--- src/rtl/link_test_sequencer_pkg.sv ---
// State encodings, fixed timing constants and small helpers shared by the link test sequencer.
package link_test_pkg;

  typedef logic [2:0] state_t;

  localparam state_t ST_IDLE      = 3'd0;
  localparam state_t ST_RESET_DP  = 3'd1;
  localparam state_t ST_WAIT_LOCK = 3'd2;
  localparam state_t ST_SETTLE    = 3'd3;
  localparam state_t ST_MEASURE   = 3'd4;
  localparam state_t ST_DONE      = 3'd5;

  localparam int RESET_DP_CYCLES = 4;
  localparam int ERR_W_DEF       = 32;
  localparam int ECNT_W          = 6;
  localparam int ADDR_W          = 5;
  localparam int RETRY_W         = 4;

  // One spare bit over the log2 so a terminal count never wraps.
  function automatic int cnt_w(input int n);
    return $clog2(n) + 1;
  endfunction

  function automatic logic is_busy(input state_t s);
    return (s == ST_RESET_DP) || (s == ST_WAIT_LOCK) ||
           (s == ST_SETTLE)   || (s == ST_MEASURE);
  endfunction

endpackage

--- src/rtl/link_test_sequencer_if.sv ---
// Sequencer <-> aligner/PRBS checker datapath connection.
interface link_test_sequencer_if;
  import link_test_pkg::*;

  logic              aligned_i;
  logic [ECNT_W-1:0] error_count_i;
  logic [ADDR_W-1:0] align_addr_i;
  logic              extract_rst_n_o;

  modport master (
    input  aligned_i,
    input  error_count_i,
    input  align_addr_i,
    output extract_rst_n_o
  );

  modport slave (
    output aligned_i,
    output error_count_i,
    output align_addr_i,
    input  extract_rst_n_o
  );

endinterface

--- src/rtl/link_test_sequencer_sat_accum.sv ---
// Saturating error accumulator; clear beats enable and the sum sticks at all-ones.
// nxt_o is the value an enabled cycle would store, so callers can judge the final total early.
module sat_accum
  import link_test_pkg::*;
#(
  parameter int W = ERR_W_DEF
) (
  input  logic              clk,
  input  logic              reset,
  input  logic              clr_i,
  input  logic              en_i,
  input  logic [ECNT_W-1:0] add_i,
  output logic [W-1:0]      acc_o,
  output logic [W-1:0]      nxt_o
);

  logic [W-1:0] acc_q, acc_d;
  logic [W:0]   sum;

  always_comb begin
    sum   = {1'b0, acc_q} + (W+1)'(add_i);
    nxt_o = sum[W] ? '1 : sum[W-1:0];
    acc_d = acc_q;
    if (clr_i) begin
      acc_d = '0;
    end else if (en_i) begin
      acc_d = nxt_o;
    end
  end

  always_ff @(posedge clk) begin
    if (!reset) begin
      acc_q <= '0;
    end else begin
      acc_q <= acc_d;
    end
  end

  assign acc_o = acc_q;

endmodule

--- src/rtl/link_test_sequencer.sv ---
// Brings the aligner out of reset, waits for lock, settles, then counts PRBS errors over a window,
// retrying failed attempts; all status outputs are registered.
module link_test_sequencer
  import link_test_pkg::*;
#(
  parameter int LOCK_TIMEOUT  = 8192,
  parameter int SETTLE_CYCLES = 16,
  parameter int MEAS_CYCLES   = 65536,
  parameter int MAX_RETRY     = 3,
  parameter int ERR_THRESH    = 0,
  parameter int ERR_W         = ERR_W_DEF
) (
  input  logic                 clk,
  input  logic                 reset,
  input  logic                 start,
  input  logic                 abort,
  link_test_sequencer_if.master dp,
  output logic                 busy,
  output logic                 done,
  output logic                 pass,
  output logic                 lock_lost,
  output logic [RETRY_W-1:0]   retry_count,
  output logic [ADDR_W-1:0]    lock_addr,
  output logic [ERR_W-1:0]     err_total,
  output logic [2:0]           state_o
);

  localparam int CW_A  = (cnt_w(LOCK_TIMEOUT) > cnt_w(SETTLE_CYCLES)) ?
                         cnt_w(LOCK_TIMEOUT) : cnt_w(SETTLE_CYCLES);
  localparam int CW_B  = (cnt_w(MEAS_CYCLES) > cnt_w(RESET_DP_CYCLES)) ?
                         cnt_w(MEAS_CYCLES) : cnt_w(RESET_DP_CYCLES);
  localparam int CNT_W = (CW_A > CW_B) ? CW_A : CW_B;

  localparam logic [CNT_W-1:0] RST_LAST    = CNT_W'(RESET_DP_CYCLES - 1);
  localparam logic [CNT_W-1:0] LOCK_LAST   = CNT_W'(LOCK_TIMEOUT - 1);
  localparam logic [CNT_W-1:0] SETTLE_LAST = CNT_W'(SETTLE_CYCLES - 1);
  localparam logic [CNT_W-1:0] MEAS_LAST   = CNT_W'(MEAS_CYCLES - 1);

  state_t               state_q, state_d;
  logic [CNT_W-1:0]     cnt_q, cnt_d;
  logic [RETRY_W-1:0]   retry_q, retry_d;
  logic                 lost_q, lost_d;
  logic [ADDR_W-1:0]    addr_q, addr_d;
  logic                 pass_q, pass_d;
  logic                 busy_q, done_q, ext_q;
  logic                 fail_attempt;
  logic                 acc_clr, acc_en;
  logic [ERR_W-1:0]     acc_nxt;

  always_comb begin
    state_d      = state_q;
    cnt_d        = cnt_q;
    retry_d      = retry_q;
    lost_d       = lost_q;
    addr_d       = addr_q;
    pass_d       = pass_q;
    acc_clr      = 1'b0;
    acc_en       = 1'b0;
    fail_attempt = 1'b0;

    if (abort) begin
      state_d = ST_IDLE;
    end else begin
      case (state_q)
        ST_IDLE, ST_DONE: begin
          if (start) begin
            state_d = ST_RESET_DP;
            cnt_d   = '0;
            retry_d = '0;
            lost_d  = 1'b0;
            addr_d  = '0;
            pass_d  = 1'b0;
            acc_clr = 1'b1;
          end
        end
        ST_RESET_DP: begin
          if (cnt_q == RST_LAST) begin
            state_d = ST_WAIT_LOCK;
            cnt_d   = '0;
          end else begin
            cnt_d = cnt_q + 1'b1;
          end
        end
        ST_WAIT_LOCK: begin
          // Lock on the timeout cycle still counts as a lock.
          if (dp.aligned_i) begin
            addr_d  = dp.align_addr_i;
            state_d = ST_SETTLE;
            cnt_d   = '0;
          end else if (cnt_q == LOCK_LAST) begin
            fail_attempt = 1'b1;
          end else begin
            cnt_d = cnt_q + 1'b1;
          end
        end
        ST_SETTLE: begin
          if (!dp.aligned_i) begin
            lost_d       = 1'b1;
            fail_attempt = 1'b1;
          end else if (cnt_q == SETTLE_LAST) begin
            state_d = ST_MEASURE;
            cnt_d   = '0;
            acc_clr = 1'b1;
          end else begin
            cnt_d = cnt_q + 1'b1;
          end
        end
        ST_MEASURE: begin
          // Words seen while unlocked are meaningless, so the loss cycle adds nothing.
          if (!dp.aligned_i) begin
            lost_d       = 1'b1;
            fail_attempt = 1'b1;
          end else begin
            acc_en = 1'b1;
            if (cnt_q == MEAS_LAST) begin
              state_d = ST_DONE;
              pass_d  = (acc_nxt <= ERR_W'(ERR_THRESH));
            end else begin
              cnt_d = cnt_q + 1'b1;
            end
          end
        end
        default: state_d = ST_IDLE;
      endcase

      if (fail_attempt) begin
        if (retry_q < RETRY_W'(MAX_RETRY)) begin
          retry_d = retry_q + 1'b1;
          state_d = ST_RESET_DP;
          cnt_d   = '0;
        end else begin
          state_d = ST_DONE;
          pass_d  = 1'b0;
        end
      end
    end
  end

  always_ff @(posedge clk) begin
    if (!reset) begin
      state_q <= ST_IDLE;
      cnt_q   <= '0;
      retry_q <= '0;
      lost_q  <= 1'b0;
      addr_q  <= '0;
      pass_q  <= 1'b0;
      busy_q  <= 1'b0;
      done_q  <= 1'b0;
      ext_q   <= 1'b0;
    end else begin
      state_q <= state_d;
      cnt_q   <= cnt_d;
      retry_q <= retry_d;
      lost_q  <= lost_d;
      addr_q  <= addr_d;
      pass_q  <= pass_d;
      busy_q  <= is_busy(state_d);
      done_q  <= (state_d == ST_DONE);
      ext_q   <= (state_d != ST_RESET_DP);
    end
  end

  sat_accum #(
    .W (ERR_W)
  ) u_err_acc (
    .clk   (clk),
    .reset (reset),
    .clr_i (acc_clr),
    .en_i  (acc_en),
    .add_i (dp.error_count_i),
    .acc_o (err_total),
    .nxt_o (acc_nxt)
  );

  assign dp.extract_rst_n_o = ext_q;
  assign busy               = busy_q;
  assign done               = done_q;
  assign pass               = pass_q;
  assign lock_lost          = lost_q;
  assign retry_count        = retry_q;
  assign lock_addr          = addr_q;
  assign state_o            = state_q;

endmodule
--- src/flat_wrapper.sv ---
// flat-port wrapper written by rule: the top's interface ports become plain ports
module link_test_sequencer_flat import link_test_pkg::*;
#(
  parameter int LOCK_TIMEOUT  = 8192,
  parameter int SETTLE_CYCLES = 16,
  parameter int MEAS_CYCLES   = 65536,
  parameter int MAX_RETRY     = 3,
  parameter int ERR_THRESH    = 0,
  parameter int ERR_W         = ERR_W_DEF
)
  (clk, reset, start, abort, busy, done, pass, lock_lost, retry_count, lock_addr, err_total, state_o, dp_aligned_i, dp_error_count_i, dp_align_addr_i, dp_extract_rst_n_o);
  link_test_sequencer_if dp_i ();
  input  logic clk;
  input  logic reset;
  input  logic start;
  input  logic abort;
  output logic busy;
  output logic done;
  output logic pass;
  output logic lock_lost;
  output logic [RETRY_W-1:0] retry_count;
  output logic [ADDR_W-1:0] lock_addr;
  output logic [ERR_W-1:0] err_total;
  output logic [2:0] state_o;
  input wire logic [$bits(dp_i.aligned_i)-1:0] dp_aligned_i;
  input wire logic [$bits(dp_i.error_count_i)-1:0] dp_error_count_i;
  input wire logic [$bits(dp_i.align_addr_i)-1:0] dp_align_addr_i;
  output wire logic [$bits(dp_i.extract_rst_n_o)-1:0] dp_extract_rst_n_o;
  assign dp_i.aligned_i = dp_aligned_i;
  assign dp_i.error_count_i = dp_error_count_i;
  assign dp_i.align_addr_i = dp_align_addr_i;
  assign dp_extract_rst_n_o = dp_i.extract_rst_n_o;
  link_test_sequencer #(.LOCK_TIMEOUT(LOCK_TIMEOUT), .SETTLE_CYCLES(SETTLE_CYCLES), .MEAS_CYCLES(MEAS_CYCLES), .MAX_RETRY(MAX_RETRY), .ERR_THRESH(ERR_THRESH), .ERR_W(ERR_W)) u_core (.clk(clk), .reset(reset), .start(start), .abort(abort), .dp(dp_i), .busy(busy), .done(done), .pass(pass), .lock_lost(lock_lost), .retry_count(retry_count), .lock_addr(lock_addr), .err_total(err_total), .state_o(state_o));
endmodule
--- config.mk ---
export PLATFORM = sky130hd
export DESIGN_NAME = link_test_sequencer_flat
export DESIGN_NICKNAME = d
export VERILOG_FILES = /design/src/rtl/link_test_sequencer_pkg.sv /design/src/rtl/link_test_sequencer_if.sv /design/src/rtl/link_test_sequencer_sat_accum.sv /design/src/rtl/link_test_sequencer.sv /design/src/flat_wrapper.sv
export SDC_FILE = /design/constraint.sdc
export NUM_CORES = 1
export LEC_CHECK = 0
export ABC_AREA = 1
export BUFFER_PORTS_ARGS = -buffer_cell sky130_fd_sc_hd__buf_2
export CAP_MARGIN = 20
export CORE_MARGIN = 2
export CORE_UTILIZATION = 57
export CTS_CLUSTER_DIAMETER = 120
export CTS_CLUSTER_SIZE = 8
export DETAILED_ROUTE_END_ITERATION = 8
export MAX_ROUTING_LAYER = met4
export PLACE_DENSITY = 0.79
export SYNTH_ARGS = -nofsm -noshare
export SYNTH_HDL_FRONTEND = slang
export SYNTH_HIERARCHICAL = 1
export SYNTH_SLANG_ARGS = --single-unit
--- constraint.sdc ---
create_clock -name clk -period 3.4 [get_ports clk]
set_clock_uncertainty 0.2 [all_clocks]
set_input_delay 0.34 -clock clk [delete_from_list [all_inputs] [get_ports clk]]
set_output_delay 0.34 -clock clk [all_outputs]
set_load 0.1 [all_outputs]
==> impl_metrics.ini <==
[run_status]
status = finished, final reports clean

[drt]
ant_nets = 0
dr.pass1.iters = 6
wl_per_cell_um = 14.19
num_vias = 5594
viasPerCell = 5.522
drc = 0
drt_iter0_markers = 368
wl_um = 14370

[die]
core_area_mm2 = 0.008636
dieArea_mm2 = 0.009582
die_x_um = 97.89
die_height_um = 97.89
fp-row-count = 34
io_pins = 65
initial_core_util = 0.5819

[synthesis]
avgSynthCellArea_um2 = 5.996
synth_warnings = 6
synth_compound_area_frac = 0.1108
synthAdderAreaFrac = 0.02888
synth_cell_types = 44
synth_seq_cells = 66
ys.flop_type = dfxtp_1
yosys-mux-area-fraction = 0
yosysSeqAreaShare = 0.2629
synth.net_count = 865
synthCells = 838
async_flop_share = 0
synth_top_family_by_area = simple AND/OR/NAND/NOR gates
synthSimpleGateAreaFrac = 0.4492
synth_xor_area_frac = 0.02789
syn_area_mm2 = 0.005025
synth_edf_count = 0

[timing]
slew_violations = 0
fin_crit_ps = 3169
worst_slack_ps = 230.8
setup_tns_ps = 0
slew_headroom = 0.4187
worst_pin_slew_ps = 871.1
setup-violations-final = 0
finalHoldViolCount = 0
max_freq_mhz = 315.5
rsz0062_at_grt = no
timing.final.crit_share = 0.9321

[setup_path]
critPathLaunch = u_core/u_err_acc/acc_o[0]$_SDFFE_PP0P_
endpoint_kind = flip-flop
worst-path-max-fanout = 4
path_class = reg -> reg
start_kind = flip-flop
rr_startpoint = u_core/u_err_acc/acc_o[0]$_SDFFE_PP0P_
crit_required_ps = 3490
arrival_ps = 3260

[power]
p_leak_uw = 0.002825
irDropWorstVdd_v = 0.0002218
power_uw = 1675
pwr_density_cell_mw_per_mm2 = 293.8

[layout]
fin_util = 0.6602
fin_nets = 927
drive_gt1_frac = 0.1624
syn2layout_area_growth_pct = 13.47
final_common_cell = nand2_1
antenna_cells = 0
layout_common_cells = 222 x nand2_1, 117 x nor2_1, 108 x inv_1, 78 x nand3_1, 66 x dfxtp_1
final-instance-count-excl-fill = 1013
num-fill-cells = 812

[placed_design]
place_congestion = 0.9308
placedCellCount = 997
numPortBuffers = 64
post-place-ws_ps = 77.26
dp_hpwl_um = 10700

[clock_network]
htree_levels = 3
cts.clk_slew.worst_paths_ps = 90
clockBufferDepth = 2
clock_latency_ps = 360
cts_buffers = 9
cts_root_buf = clkbuf_8
cts_setup_buffers = 0
clkSinkCount = 66
cts_tree = yes

[global_routing]
antenna_found_initial = 0
grt_start_max_net_pins = 29
overflow = 0
grtUsageTotal = 0.3117
grt_pass1_vias = 5243
grt_pass1_wl_um = 24110

[min_path]
holdCritStartpoint = dp_align_addr_i[3]
hold_class = in -> reg

[flow_run]
cap_violations = 0
-- cell usage after synthesis (all sizes together) (10+ instances only) --
master | instances | area share
a21oi | 42 | 0.043
buf | 16 | 0.023
clkbuf | 10 | 0.0075
dfxtp | 66 | 0.26
ha | 10 | 0.025
inv | 115 | 0.086
nand2 | 229 | 0.17
nand3 | 88 | 0.098
nand4 | 22 | 0.032
nor2 | 126 | 0.10
nor3 | 12 | 0.016
o21ai | 54 | 0.060
xor2 | 15 | 0.026
-- kinds of logic after synthesis --
family          Yosys count
fa+ha+maj                11
flops                    66
compound gates          102
xor+xnor                 16
buf+inv                 146
simple gates            497
-- worst max-delay path: stages, from the launching register on --
cell	delay [ps]
dfxtp_1	330
ha_1	210
fa_1	390
nand2_1	100
nand2_1	110
nand3_1	180
nand2_2	140
nand4_2	200
nand3_1	120
or2_2	340
nor4_4	260
nand4_1	140
o21ai_0	170
nand2_1	70
a21oi_1	120
-- layer usage --
metal | vias up | part of all wire | track usage
met1 | 2514 | 0.41 | 0.3727
li1 | 2806 | - | -
met4 | 0 | 0.021 | 0.09402
met5 | - | 0 | -
met2 | 242 | 0.50 | 0.5427
met3 | 32 | 0.072 | 0.04581
-- power breakdown --
group / internal (uW) / switching, uW / leakage, uW / total (uW)
logic: 32.4 / 94.1 / 0.00218 / 126
registers: 775 / 1.93 / 0.000532 / 777
clock network: 434 / 337 / 0.000112 / 771
-- final timing paths --
check	end	cells after the start	slack (ps)
worst max-delay path	u_core/pass$_SDFFE_PN0N_	14	230
worst min-delay path	u_core/lock_addr[3]$_SDFFE_PN0P_	3	40
worst max register to register	u_core/pass$_SDFFE_PN0N_	14	230
worst min register to register	u_core/lock_addr[4]$_SDFFE_PN0P_	2	270
-- through the flow --
step | hold slack [ps] | area, um2
2_1_floorplan | 272.3 | 5025
3_3_place_gp | 249.5 | 5443
3_5_place_dp | 266.6 | 5443
4_1_cts | 42.36 | 5670
5_1_grt | 52.06 | 5702
6_report | 42.00 | 5702
-- what timing repair did --
item / 4_1_cts / 5_1_grt
endpoints found under the setup margin: 0 / 20
hold buffers: 0 / 0
resized for setup: 0 / 6
-- state kept, by name, indices dropped and copies added (netlist names) --
name / count
u_core/u_err_acc/acc_o: 32
u_core/pass: 1
u_core/done: 1
u_core/lock_lost: 1
u_core/dp.extract_rst_n_o: 1
u_core/busy: 1
u_core/state_o: 3
u_core/retry_count: 4
u_core/lock_addr: 5
u_core/cnt_q: 17
-- cell type report --
type | count | area (um2) | area share
Clock inverter | 6 | 90.09 | 0.01580
Tap cell | 108 | 135.1 | 0.02370
Clock buffer | 10 | 137.6 | 0.02414
Inverter | 120 | 455.4 | 0.07988
Sequential cell | 66 | 1321 | 0.2317
Multi-Input combinational cell | 626 | 3128 | 0.5486
Timing Repair Buffer | 77 | 434.2 | 0.07615
Note: power is estimated with default switching activity, not from simulation.
